File: config.mk
export PLATFORM = sky130hd
export DESIGN_NAME = ext_mem_arbiter
export DESIGN_NICKNAME = d
export VERILOG_FILES = /design/src/rtl/ext_mem_arbiter.sv
export SDC_FILE = /design/constraint.sdc
export NUM_CORES = 1
export LEC_CHECK = 0
export BUFFER_PORTS_ARGS = -buffer_cell sky130_fd_sc_hd__buf_2
export CAP_MARGIN = 20
export CORE_AREA = 2 2 122 124
export CTS_BUF_LIST = sky130_fd_sc_hd__clkbuf_8
export DETAILED_ROUTE_END_ITERATION = 16
export DIE_AREA = 0 0 124 126
export RECOVER_POWER = 50
export SETUP_SLACK_MARGIN = 0.02
export SYNTH_ARGS = -nofsm -noshare
export SYNTH_HDL_FRONTEND = slang
export SYNTH_SLANG_ARGS = --single-unit
File: constraint.sdc
create_clock -name clk_i -period 3.5 [get_ports clk_i]
set_input_delay 0.175 -clock clk_i [delete_from_list [all_inputs] [get_ports clk_i]]
set_output_delay 0.175 -clock clk_i [all_outputs]
set_load 0.01 [all_outputs]
File: src/rtl/ext_mem_arbiter.sv
// ext_mem_arbiter: round-robin share of one IOb slave between two IOb masters.
// m0 = instruction bus, m1 = data bus; one read outstanding at a time.
module ext_mem_arbiter #(
    parameter int ADDR_W = 32,
    parameter int DATA_W = 32
) (
    input  logic                clk_i,
    input  logic                arst_n_i,
    input  logic                cke_i,
    input  logic                m0_avalid_i,
    input  logic [ADDR_W-1:0]   m0_addr_i,
    input  logic [DATA_W-1:0]   m0_wdata_i,
    input  logic [DATA_W/8-1:0] m0_wstrb_i,
    output logic                m0_ready_o,
    output logic                m0_rvalid_o,
    output logic [DATA_W-1:0]   m0_rdata_o,
    input  logic                m1_avalid_i,
    input  logic [ADDR_W-1:0]   m1_addr_i,
    input  logic [DATA_W-1:0]   m1_wdata_i,
    input  logic [DATA_W/8-1:0] m1_wstrb_i,
    output logic                m1_ready_o,
    output logic                m1_rvalid_o,
    output logic [DATA_W-1:0]   m1_rdata_o,
    output logic                s_avalid_o,
    output logic [ADDR_W-1:0]   s_addr_o,
    output logic [DATA_W-1:0]   s_wdata_o,
    output logic [DATA_W/8-1:0] s_wstrb_o,
    input  logic                s_ready_i,
    input  logic                s_rvalid_i,
    input  logic [DATA_W-1:0]   s_rdata_i
);

    localparam int STRB_W = DATA_W / 8;

    typedef enum logic [1:0] {
        IDLE,
        HOLD,
        WAIT_R
    } state_t;

    state_t state, state_nx;
    logic owner, owner_nx;
    logic prio, prio_nx;

    logic              winner;
    logic              sel;
    logic              sel_avalid;
    logic [ADDR_W-1:0] sel_addr;
    logic [DATA_W-1:0] sel_wdata;
    logic [STRB_W-1:0] sel_wstrb;
    logic              fwd;
    logic              is_write;
    logic              rv;

    // Pick the master to forward: the held owner in HOLD, else the IDLE winner.
    always_comb begin
        winner = m1_avalid_i;
        if (m0_avalid_i && m1_avalid_i) begin
            winner = prio;
        end
        sel        = (state == HOLD) ? owner : winner;
        sel_avalid = sel ? m1_avalid_i : m0_avalid_i;
        sel_addr   = sel ? m1_addr_i : m0_addr_i;
        sel_wdata  = sel ? m1_wdata_i : m0_wdata_i;
        sel_wstrb  = sel ? m1_wstrb_i : m0_wstrb_i;
        fwd        = (state != WAIT_R) && sel_avalid;
        is_write   = |sel_wstrb;
        rv         = (state == WAIT_R) && s_rvalid_i;
    end

    assign s_avalid_o  = fwd;
    assign s_addr_o    = fwd ? sel_addr : '0;
    assign s_wdata_o   = fwd ? sel_wdata : '0;
    assign s_wstrb_o   = fwd ? sel_wstrb : '0;
    assign m0_ready_o  = fwd && !sel && s_ready_i;
    assign m1_ready_o  = fwd && sel && s_ready_i;
    assign m0_rvalid_o = rv && !owner;
    assign m1_rvalid_o = rv && owner;
    assign m0_rdata_o  = m0_rvalid_o ? s_rdata_i : '0;
    assign m1_rdata_o  = m1_rvalid_o ? s_rdata_i : '0;

    // Next state, owner and tie-break priority.
    always_comb begin
        state_nx = state;
        owner_nx = owner;
        prio_nx  = prio;
        unique case (state)
            IDLE: begin
                if (fwd) begin
                    if (s_ready_i) begin
                        prio_nx = ~sel;
                        if (!is_write) begin
                            owner_nx = sel;
                            state_nx = WAIT_R;
                        end
                    end else begin
                        owner_nx = sel;
                        state_nx = HOLD;
                    end
                end
            end
            HOLD: begin
                if (!fwd) begin
                    state_nx = IDLE;
                end else if (s_ready_i) begin
                    prio_nx  = ~owner;
                    state_nx = is_write ? IDLE : WAIT_R;
                end
            end
            WAIT_R: begin
                if (s_rvalid_i) begin
                    state_nx = IDLE;
                end
            end
            default: state_nx = IDLE;
        endcase
    end

    // State registers; frozen while the clock enable is low.
    always_ff @(posedge clk_i or negedge arst_n_i) begin
        if (!arst_n_i) begin
            state <= IDLE;
            owner <= 1'b0;
            prio  <= 1'b0;
        end else if (cke_i) begin
            state <= state_nx;
            owner <= owner_nx;
            prio  <= prio_nx;
        end
    end

endmodule

==> impl_metrics.py, run 1 <==
metrics = {
    "sta": {
        "fmax_ghz": 0.3945,
        "fin_crit_sh_pct": 72.43,
        "worst_clock_skew_ns": 0.002551,
        "drv_slew": 0,
        "slew_headroom_pct": 24.75,
        "rsz0062_at_grt": "false",
        "tns_ns": 0,
        "setup_viol": 0,
        "min_period_ns": 2.535,
        "worstMarginPinSlew_ns": 1.129,
        "worst_slack_ns": 0.9651,
        "final-hold-violation-count": 0,
    },
    "synthesis": {
        "synth.most_common_cell": "nor2_1",
        "yosysTopAreaCellShare_pct": 37.06,
        "synth_area_leaders": "mux2i_1, and2_1, nor2_1, buf_12, dfrtp_1",
        "synth_cells": 263,
        "syn-cell-area_um2": 1891,
        "syn_nets": 438,
        "yosysSeqAreaShare_pct": 5.295,
        "ys_top_cells_by_count": "nor2_1, mux2i_1, and2_1",
        "synth_cell_types": 29,
        "synth_top_area_cell": "mux2i_1",
        "synth_flop_cell": "dfrtp_1",
        "ys_warn_count": 0,
        "ys_seq_elements": 4,
        "async_reset_ff_share_pct": 100.0,
        "syn_avg_cell_area_um2": 7.188,
        "synth_edf_count": 0,
    },
    "pwr": {
        "power_mw": 1.037,
        "vdd_ir_drop_max_mv": 0.1173,
        "p_per_area_nw_per_um2": 299.0,
        "p_leak_nw": 2.084,
    },
    "final_layout": {
        "diodes": 0,
        "final_nets": 737,
        "areaGrowthSynthToFinish_pct": 83.39,
        "postLayoutCellArea_um2": 3467,
        "drive_above_1_share_pct": 48.75,
    },
    "worst_setup_path": {
        "crit_top_cell": "clkbuf_1",
        "cp_max_fo": 33,
        "worstPathCellList": "nor2b_1, nand2_1, nor2_1, clkbuf_1, and2_1, clkbuf_1",
        "worstSetupPathType": "reg2out",
        "critPathMaxStageDelay_ns": 0.83,
        "end_kind": "output port",
        "crit_family": "buffers and inverters",
        "critPathLaunchType": "register",
        "cpMaxStageDelayCell": "clkbuf_1",
        "path_buf_inv": 2,
        "arrival_ns": 2.36,
        "cp.required_ns": 3.32,
    },
    "place": {
        "place.gp.congestion": 0.7772,
        "pre_cts_ws_ns": 1.287,
        "port_buffers": 311,
        "placedInstanceArea_um2": 3493,
        "dp_hpwl_mm": 7.546,
    },
    "floorplanning": {
        "io_pins": 312,
        "rows": 44,
        "dieArea_um2": 15620,
        "core_area_um2": 14310,
        "fp.dieW_um": 124,
        "initial_core_util_pct": 13.21,
        "die_h_um": 126,
    },
    "cts": {
        "numCtsBuffers": 3,
        "clkTransAtPathRegs_ns": 0.03,
        "holdBufCountCts": 1,
        "root_buffer": "clkbuf_8",
        "insertion_delay_ns": 0.21,
        "post_cts_resized": 0,
        "cts_buffer_depth": 2,
        "postCtsSetupBuffers": 0,
        "cts_max_level": 1,
        "cts.sinks": 4,
        "tritoncts": "yes",
    },
    "grt": {
        "grt_max_degree": 71,
        "overflow": 0,
        "first_global_vias": 2524,
        "grt_pass1_wl_mm": 12.14,
        "antenna_found_initial": 1,
        "groute.usage.overall_pct": 9.905,
    },
    "route": {
        "drtPass1Iterations": 4,
        "routed_wl_mm": 8.972,
        "drt_iter0_drc": 78,
        "drc": 0,
        "vias": 2856,
        "route.antenna.remaining_nets": 0,
        "vias_per_cell": 3.839,
        "avgRoutedWirePerCell_um": 12.06,
    },
    "run_status": {
        "outcome": "completed",
    },
    "min_path": {
        "hold_class": "in2reg",
    },
    "run": {
        "maxCapViolations": 0,
    },
}
==> layout make-up <==
| cell class | instances | area, µm² |
|---|---|---|
| fillers | 1657 | 10850 |
| repair buffers | 316 | 1534 |
| inverters | 2 | 7.507 |
| well taps | 184 | 230.2 |
| flip-flops and latches | 4 | 100.1 |
| clock buffers | 3 | 41.29 |
| multi-input cells | 235 | 1554 |
==> stage by stage <==
step | hold WS, ns | utilization, % | std cells
6_report | 0.1841 | 24.22 | 744
5_1_grt | 0.2171 | 24.22 | 744
4_1_cts | 0.1813 | 24.76 | 744
3_5_place_dp | -0.01373 | 24.41 | 740
3_3_place_gp | -0.01285 | 24.41 | 740
2_1_floorplan | -0.1206 | - | 263
==> placed cells by master (no fill, tap or decap), drive strengths merged, types with 2 or more instances in the layout <==
cell type,Yosys,layout
mux2i,70,70
nand2,5,5
nand2b,2,2
nor2,72,72
o21ai,5,5
clkbuf,9,51
inv,2,2
dfrtp,4,4
buf,13,267
nor4,2,2
and2,64,64
and3,2,2
a21oi,3,3
==> sequential cells by signal (all words and copies together) (netlist names) <==
register,count
state,2
owner,1
prio,1
==> cells by family after synthesis <==
family          count (synthesis)  share of synthesized area, %
compound gates                 10                         3.441
buf+inv                        24                         12.57
flops                           4                         5.295
mux                            71                         37.66
simple gates                  154                         41.03
==> path summary, 6_finish.rpt <==
check                          from             end  slack (ns)  cells after the start
hold reg to reg                prio            prio        0.51                      1
setup / recovery           state[1]  m0_rdata_o[21]        0.97                      6
max in group asynchronous  arst_n_i            prio        2.98                      2
hold / removal                cke_i        state[0]        0.18                      2
min in group asynchronous  arst_n_i        state[1]        0.34                      2
setup reg to reg           state[1]        state[1]        1.65                      5
==> power by group <==
| group | internal, mW | switching [mW] | total [mW] | leakage (nW) |
|---|---|---|---|---|
| Clock | 0.0732 | 0.0224 | 0.0956 | 0.0216 |
| Sequential | 0.0576 | 0.0127 | 0.0703 | 0.0468 |
| Combinational | 0.394 | 0.477 | 0.871 | 2.02 |
==> metal layers <==
layer | track usage (%) | vias up | wire length (µm)
li1 | - | 1460 | -
met1 | 10.29 | 1216 | 3309
met4 | 2.313 | 2 | 65
met5 | 0 | - | 10
met2 | 20.30 | 172 | 4717
met3 | 1.268 | 6 | 870
(Power assumes the default switching activity.)
==> run 2, diff against run 1 <==
- clock period: 3.5 -> 2.1 ns (I/O delays scaled with it)
==> impl_metrics.py, run 2 (same netlist as run 1, synthesis figures left out) <==
metrics = {
    "run_status": {
        "outcome": "completed",
    },
    "final_layout": {
        "final_cells": 751,
        "drive_above_1_share_pct": 49.74,
        "postLayoutCellArea_um2": 3625,
        "final_common_cell": "buf_2",
        "final_cell_mix": "buf_2, nor2_1, mux2i_1",
        "largest_reg_flops": 2,
        "diodes": 0,
        "areaGrowthSynthToFinish_pct": 91.73,
        "reg.largest.list": "state: 2 flops, owner: 1 flops, prio: 1 flops",
        "final_nets": 744,
        "nFillCells": 1620,
        "largest-register": "state",
    },
    "min_path": {
        "min_from": "cke_i",
        "hold_class": "in2reg",
        "whs_path_depth": 2,
        "min_to": "state[0]",
    },
    "cts": {
        "tritoncts": "yes",
        "cts_buffer_depth": 2,
        "root_buffer": "clkbuf_8",
        "clkTransAtPathRegs_ns": 0.03,
        "numCtsBuffers": 3,
        "cts.sinks": 4,
        "insertion_delay_ns": 0.22,
        "cts_max_level": 1,
        "post_cts_resized": 0,
    },
    "grt": {
        "groute.usage.overall_pct": 9.450,
        "grt_pass1_wl_mm": 11.54,
        "antenna_found_initial": 0,
        "overflow": 0,
        "grt_max_degree": 44,
        "first_global_vias": 2403,
    },
    "place": {
        "placedInstanceArea_um2": 3566,
        "dp_hpwl_mm": 7.494,
        "pre_cts_ws_ns": 0.3062,
        "port_buffers": 311,
        "dp_cells": 743,
        "place.gp.congestion": 0.7724,
    },
    "pwr": {
        "p_per_area_nw_per_um2": 534.7,
        "vdd_ir_drop_max_mv": 0.3191,
        "p_leak_nw": 2.137,
    },
    "sta": {
        "fin_crit_sh_pct": 93.42,
        "fmax_ghz": 0.5097,
        "hold_slack_ns": 0.1186,
        "min_period_ns": 1.962,
        "tns_ns": 0,
        "worstMarginPinSlew_ns": 0.5834,
        "drv_slew": 0,
        "setup_viol": 0,
        "worst_slack_ns": 0.1381,
        "rsz0062_at_grt": "false",
        "final-hold-violation-count": 0,
        "worst_clock_skew_ns": 0.0003303,
        "slew_headroom_pct": 60.75,
    },
    "worst_setup_path": {
        "critPathLaunchType": "register",
        "arrival_ns": 1.86,
        "worstPathCellList": "and3b_1, a31oi_4, buf_12, buf_6, mux2i_1, nor2_1, buf_2",
        "critPathMaxStageDelay_ns": 0.42,
        "worstSetupPathType": "reg2out",
        "reg2reg_slack_ns": 0.48,
        "reg2reg_depth": 6,
        "end_kind": "output port",
        "cpMaxStageDelayCell": "dfrtp_1",
        "rr_startpoint": "state[0]",
        "cp_max_fo": 15,
        "r2r-end": "state[1]",
        "cp.required_ns": 2.00,
    },
    "floorplanning": {
        "fp.dieW_um": 124,
        "rows": 44,
        "die_h_um": 126,
        "dieArea_um2": 15620,
        "io_pins": 312,
        "core_area_um2": 14310,
        "initial_core_util_pct": 13.21,
    },
    "route": {
        "drt_iter0_drc": 58,
        "avgRoutedWirePerCell_um": 12.18,
        "drtPass1Iterations": 4,
        "routed_wl_mm": 9.146,
        "drc": 0,
        "vias_per_cell": 3.901,
        "vias": 2930,
        "route.antenna.remaining_nets": 0,
    },
    "run": {
        "maxCapViolations": 0,
    },
}
-- run 2: cell count changes in the layout (fill, tap and decap cells not counted), moves of 2 or more --
cell,before,now
clkbuf_2,0,2
clkbuf_16,0,2
and2_1,48,52
buf_12,0,4
and2_0,16,12
-- run 2: worst max-delay path by stage --
stage                        start       endpoint  slack, ns  cells after the start
after floorplan           state[1]    s_addr_o[0]       0.58                      7
after global placement    state[0]  s_wdata_o[30]       0.31                      6
after detailed placement  state[0]  s_wdata_o[30]       0.31                      6
after CTS                 state[0]  s_wdata_o[30]       0.07                      6
after global routing      state[0]  s_wdata_o[27]       0.02                      7
final                     state[0]  s_wdata_o[16]       0.14                      7
-- run 2: per-stage QoR --
stage | utilization [%] | power [mW]
2_1_floorplan | - | 1.239
3_3_place_gp | 24.91 | 1.688
3_5_place_dp | 24.91 | 1.691
4_1_cts | 25.27 | 1.863
5_1_grt | 25.32 | 2.095
6_report | 25.32 | 1.938
-- run 2: layout make-up --
class | count | area [µm²] | share of cell area, %
tap | 184 | 230.2 | 6.351
inverter | 2 | 7.507 | 0.2071
timing repair buffer | 323 | 1677 | 46.25
sequential | 4 | 100.1 | 2.761
clock buffer | 3 | 41.29 | 1.139
multi-input combinational | 235 | 1569 | 43.29
-- run 2: worst max-delay path: cells and delay by family (launching register included) --
family / cells / cell delay (ns)
buffers and inverters: 3 / 0.48
AO/OA/AOI/OAI: 1 / 0.18
AND/OR/NAND/NOR: 2 / 0.28
multiplexers: 1 / 0.25
flip-flops: 1 / 0.42
-- run 2: where the power goes --
group / internal [mW] / total [mW] / switching (mW)
Clock: 0.122 / 0.161 / 0.0393
Sequential: 0.0960 / 0.112 / 0.0160
Combinational: 0.816 / 1.66 / 0.849
Total: 1.03 / 1.94 / 0.904
-- run 2: timing repair --
action / CTS / global route
hold buffers: 1 / 0
setup endpoints to repair: 0 / 7
buffers inserted: 0 / 2
hold endpoints to repair: 4 / 0
-- run 2: per-layer routing --
| layer | global-route usage (%) | share of wire (%) | up-vias |
|---|---|---|---|
| met5 | 0 | 0 | - |
| met4 | 2.578 | 0.94 | 0 |
| met3 | 0.9511 | 9.7 | 4 |
| met2 | 19.23 | 52 | 178 |
| met1 | 9.934 | 38 | 1268 |
| li1 | - | - | 1480 |
==> run 3, diff against run 2 <==
- MAX_ROUTING_LAYER: default -> met4
==> impl_metrics.py, run 3 (same netlist as run 1, synthesis figures left out) <==
metrics = {
    "run_status": {
        "outcome": "completed",
    },
    "worst_setup_path": {
        "rr_startpoint": "state[0]",
        "worstPathCellList": "and3b_1, a31oi_4, buf_12, buf_6, mux2i_1, nor2_1, buf_2",
        "cp.required_ns": 2.00,
        "cp_max_fo": 15,
        "r2r-end": "state[1]",
        "cpMaxStageDelayCell": "dfrtp_1",
        "crit_family": "buffers and inverters",
        "worstSetupPathType": "reg2out",
        "crit_cells": 7,
        "reg2reg_slack_ns": 0.48,
        "startpoint": "state[0]",
        "end_kind": "output port",
        "worstSetupEndpoint": "s_wdata_o[16]",
        "reg2reg_depth": 6,
        "arrival_ns": 1.85,
        "path_buf_inv": 3,
        "critPathLaunchType": "register",
        "critPathMaxStageDelay_ns": 0.42,
    },
    "cts": {
        "root_buffer": "clkbuf_8",
        "insertion_delay_ns": 0.22,
        "tritoncts": "yes",
        "cts_buffer_depth": 2,
        "post_cts_resized": 0,
        "cts.sinks": 4,
        "numCtsBuffers": 3,
        "cts_max_level": 1,
        "clkTransAtPathRegs_ns": 0.03,
    },
    "min_path": {
        "hold_class": "in2reg",
    },
    "pwr": {
        "power_mw": 1.939,
        "p_leak_nw": 2.137,
        "p_per_area_nw_per_um2": 534.8,
        "vdd_ir_drop_max_mv": 0.3197,
    },
    "grt": {
        "grt_pass1_wl_mm": 11.52,
        "grt_max_degree": 44,
        "overflow": 0,
        "first_global_vias": 2403,
        "antenna_found_initial": 0,
        "groute.usage.overall_pct": 9.714,
    },
    "final_layout": {
        "largest_reg_flops": 2,
        "final_common_cell": "buf_2",
        "areaGrowthSynthToFinish_pct": 91.73,
        "reg.largest.list": "state: 2 flops, owner: 1 flops, prio: 1 flops",
        "largest-register": "state",
        "final_nets": 744,
        "final_cell_mix": "buf_2, nor2_1, mux2i_1",
        "diodes": 0,
        "drive_above_1_share_pct": 49.74,
    },
    "route": {
        "drt_iter0_drc": 50,
        "routed_wl_mm": 9.135,
        "route.antenna.remaining_nets": 0,
        "drtPass1Iterations": 4,
        "vias": 2933,
        "avgRoutedWirePerCell_um": 12.16,
        "vias_per_cell": 3.905,
        "drc": 0,
    },
    "sta": {
        "drv_slew": 0,
        "hold_slack_ns": 0.1186,
        "fin_crit_sh_pct": 93.22,
        "worstMarginPinSlew_ns": 0.5634,
        "min_period_ns": 1.958,
        "worst_clock_skew_ns": 0.0003805,
        "rsz0062_at_grt": "false",
        "final-hold-violation-count": 0,
        "fmax_ghz": 0.5108,
        "tns_ns": 0,
        "slew_headroom_pct": 62.09,
        "setup_viol": 0,
    },
    "floorplanning": {
        "rows": 44,
        "initial_core_util_pct": 13.21,
        "fp.dieW_um": 124,
        "dieArea_um2": 15620,
        "die_h_um": 126,
        "core_area_um2": 14310,
        "io_pins": 312,
    },
    "place": {
        "port_buffers": 311,
        "dp_hpwl_mm": 7.494,
        "place.gp.congestion": 0.7829,
    },
    "run": {
        "maxCapViolations": 0,
    },
}
-- run 3: cell counts in the layout (fill, tap and decap cells not counted) --
Identical to the previous run, type by type.
-- run 3: what timing repair did --
item	CTS	global route
endpoints found under the hold margin	4	0
setup buffers	0	2
hold buffers	1	0
setup endpoints to repair	0	7
-- run 3: area by class of cell --
type | instances | area, µm²
Clock buffer | 3 | 41.29
Fill cell | 1620 | 10690
Inverter | 2 | 7.507
Multi-Input combinational cell | 235 | 1569
Sequential cell | 4 | 100.1
Tap cell | 184 | 230.2
Timing Repair Buffer | 323 | 1677
-- run 3: metal layers --
metal | up-vias | global-route usage [%] | routed length (µm)
li1 | 1479 | - | -
met2 | 178 | 19.23 | 4741
met3 | 4 | 0.8152 | 865
met4 | 0 | 2.578 | 84
met5 | - | - | 0
met1 | 1272 | 9.989 | 3443
-- run 3: worst min path at each step --
stage	from	to	slack (ns)	depth (start not counted)
after floorplan	arst_n_i	owner	-0.19	0
after CTS	cke_i	state[0]	0.12	2
after detailed placement	arst_n_i	state[0]	-0.08	1
after global routing	cke_i	state[0]	0.13	2
after global placement	arst_n_i	state[0]	-0.08	1
final	cke_i	state[0]	0.12	2
-- run 3: per-stage QoR --
step	cell area [µm²]	setup WS (ns)	utilization, %	std cells
finish	3625	0.1424	25.32	751
detailed placement	3566	0.3062	24.91	743
CTS	3617	0.06599	25.27	747
floorplan	1891	0.5833	-	263
global route	3625	0.01932	25.32	751
global placement	3566	0.3115	24.91	743
-- run 3: power by group --
group / switching (mW) / internal, mW / total, mW / leakage, nW
clock: 0.0393 / 0.122 / 0.161 / 0.0216
combinational: 0.850 / 0.816 / 1.67 / 2.07
sequential: 0.0160 / 0.0960 / 0.112 / 0.0468
total: 0.905 / 1.03 / 1.94 / 2.14
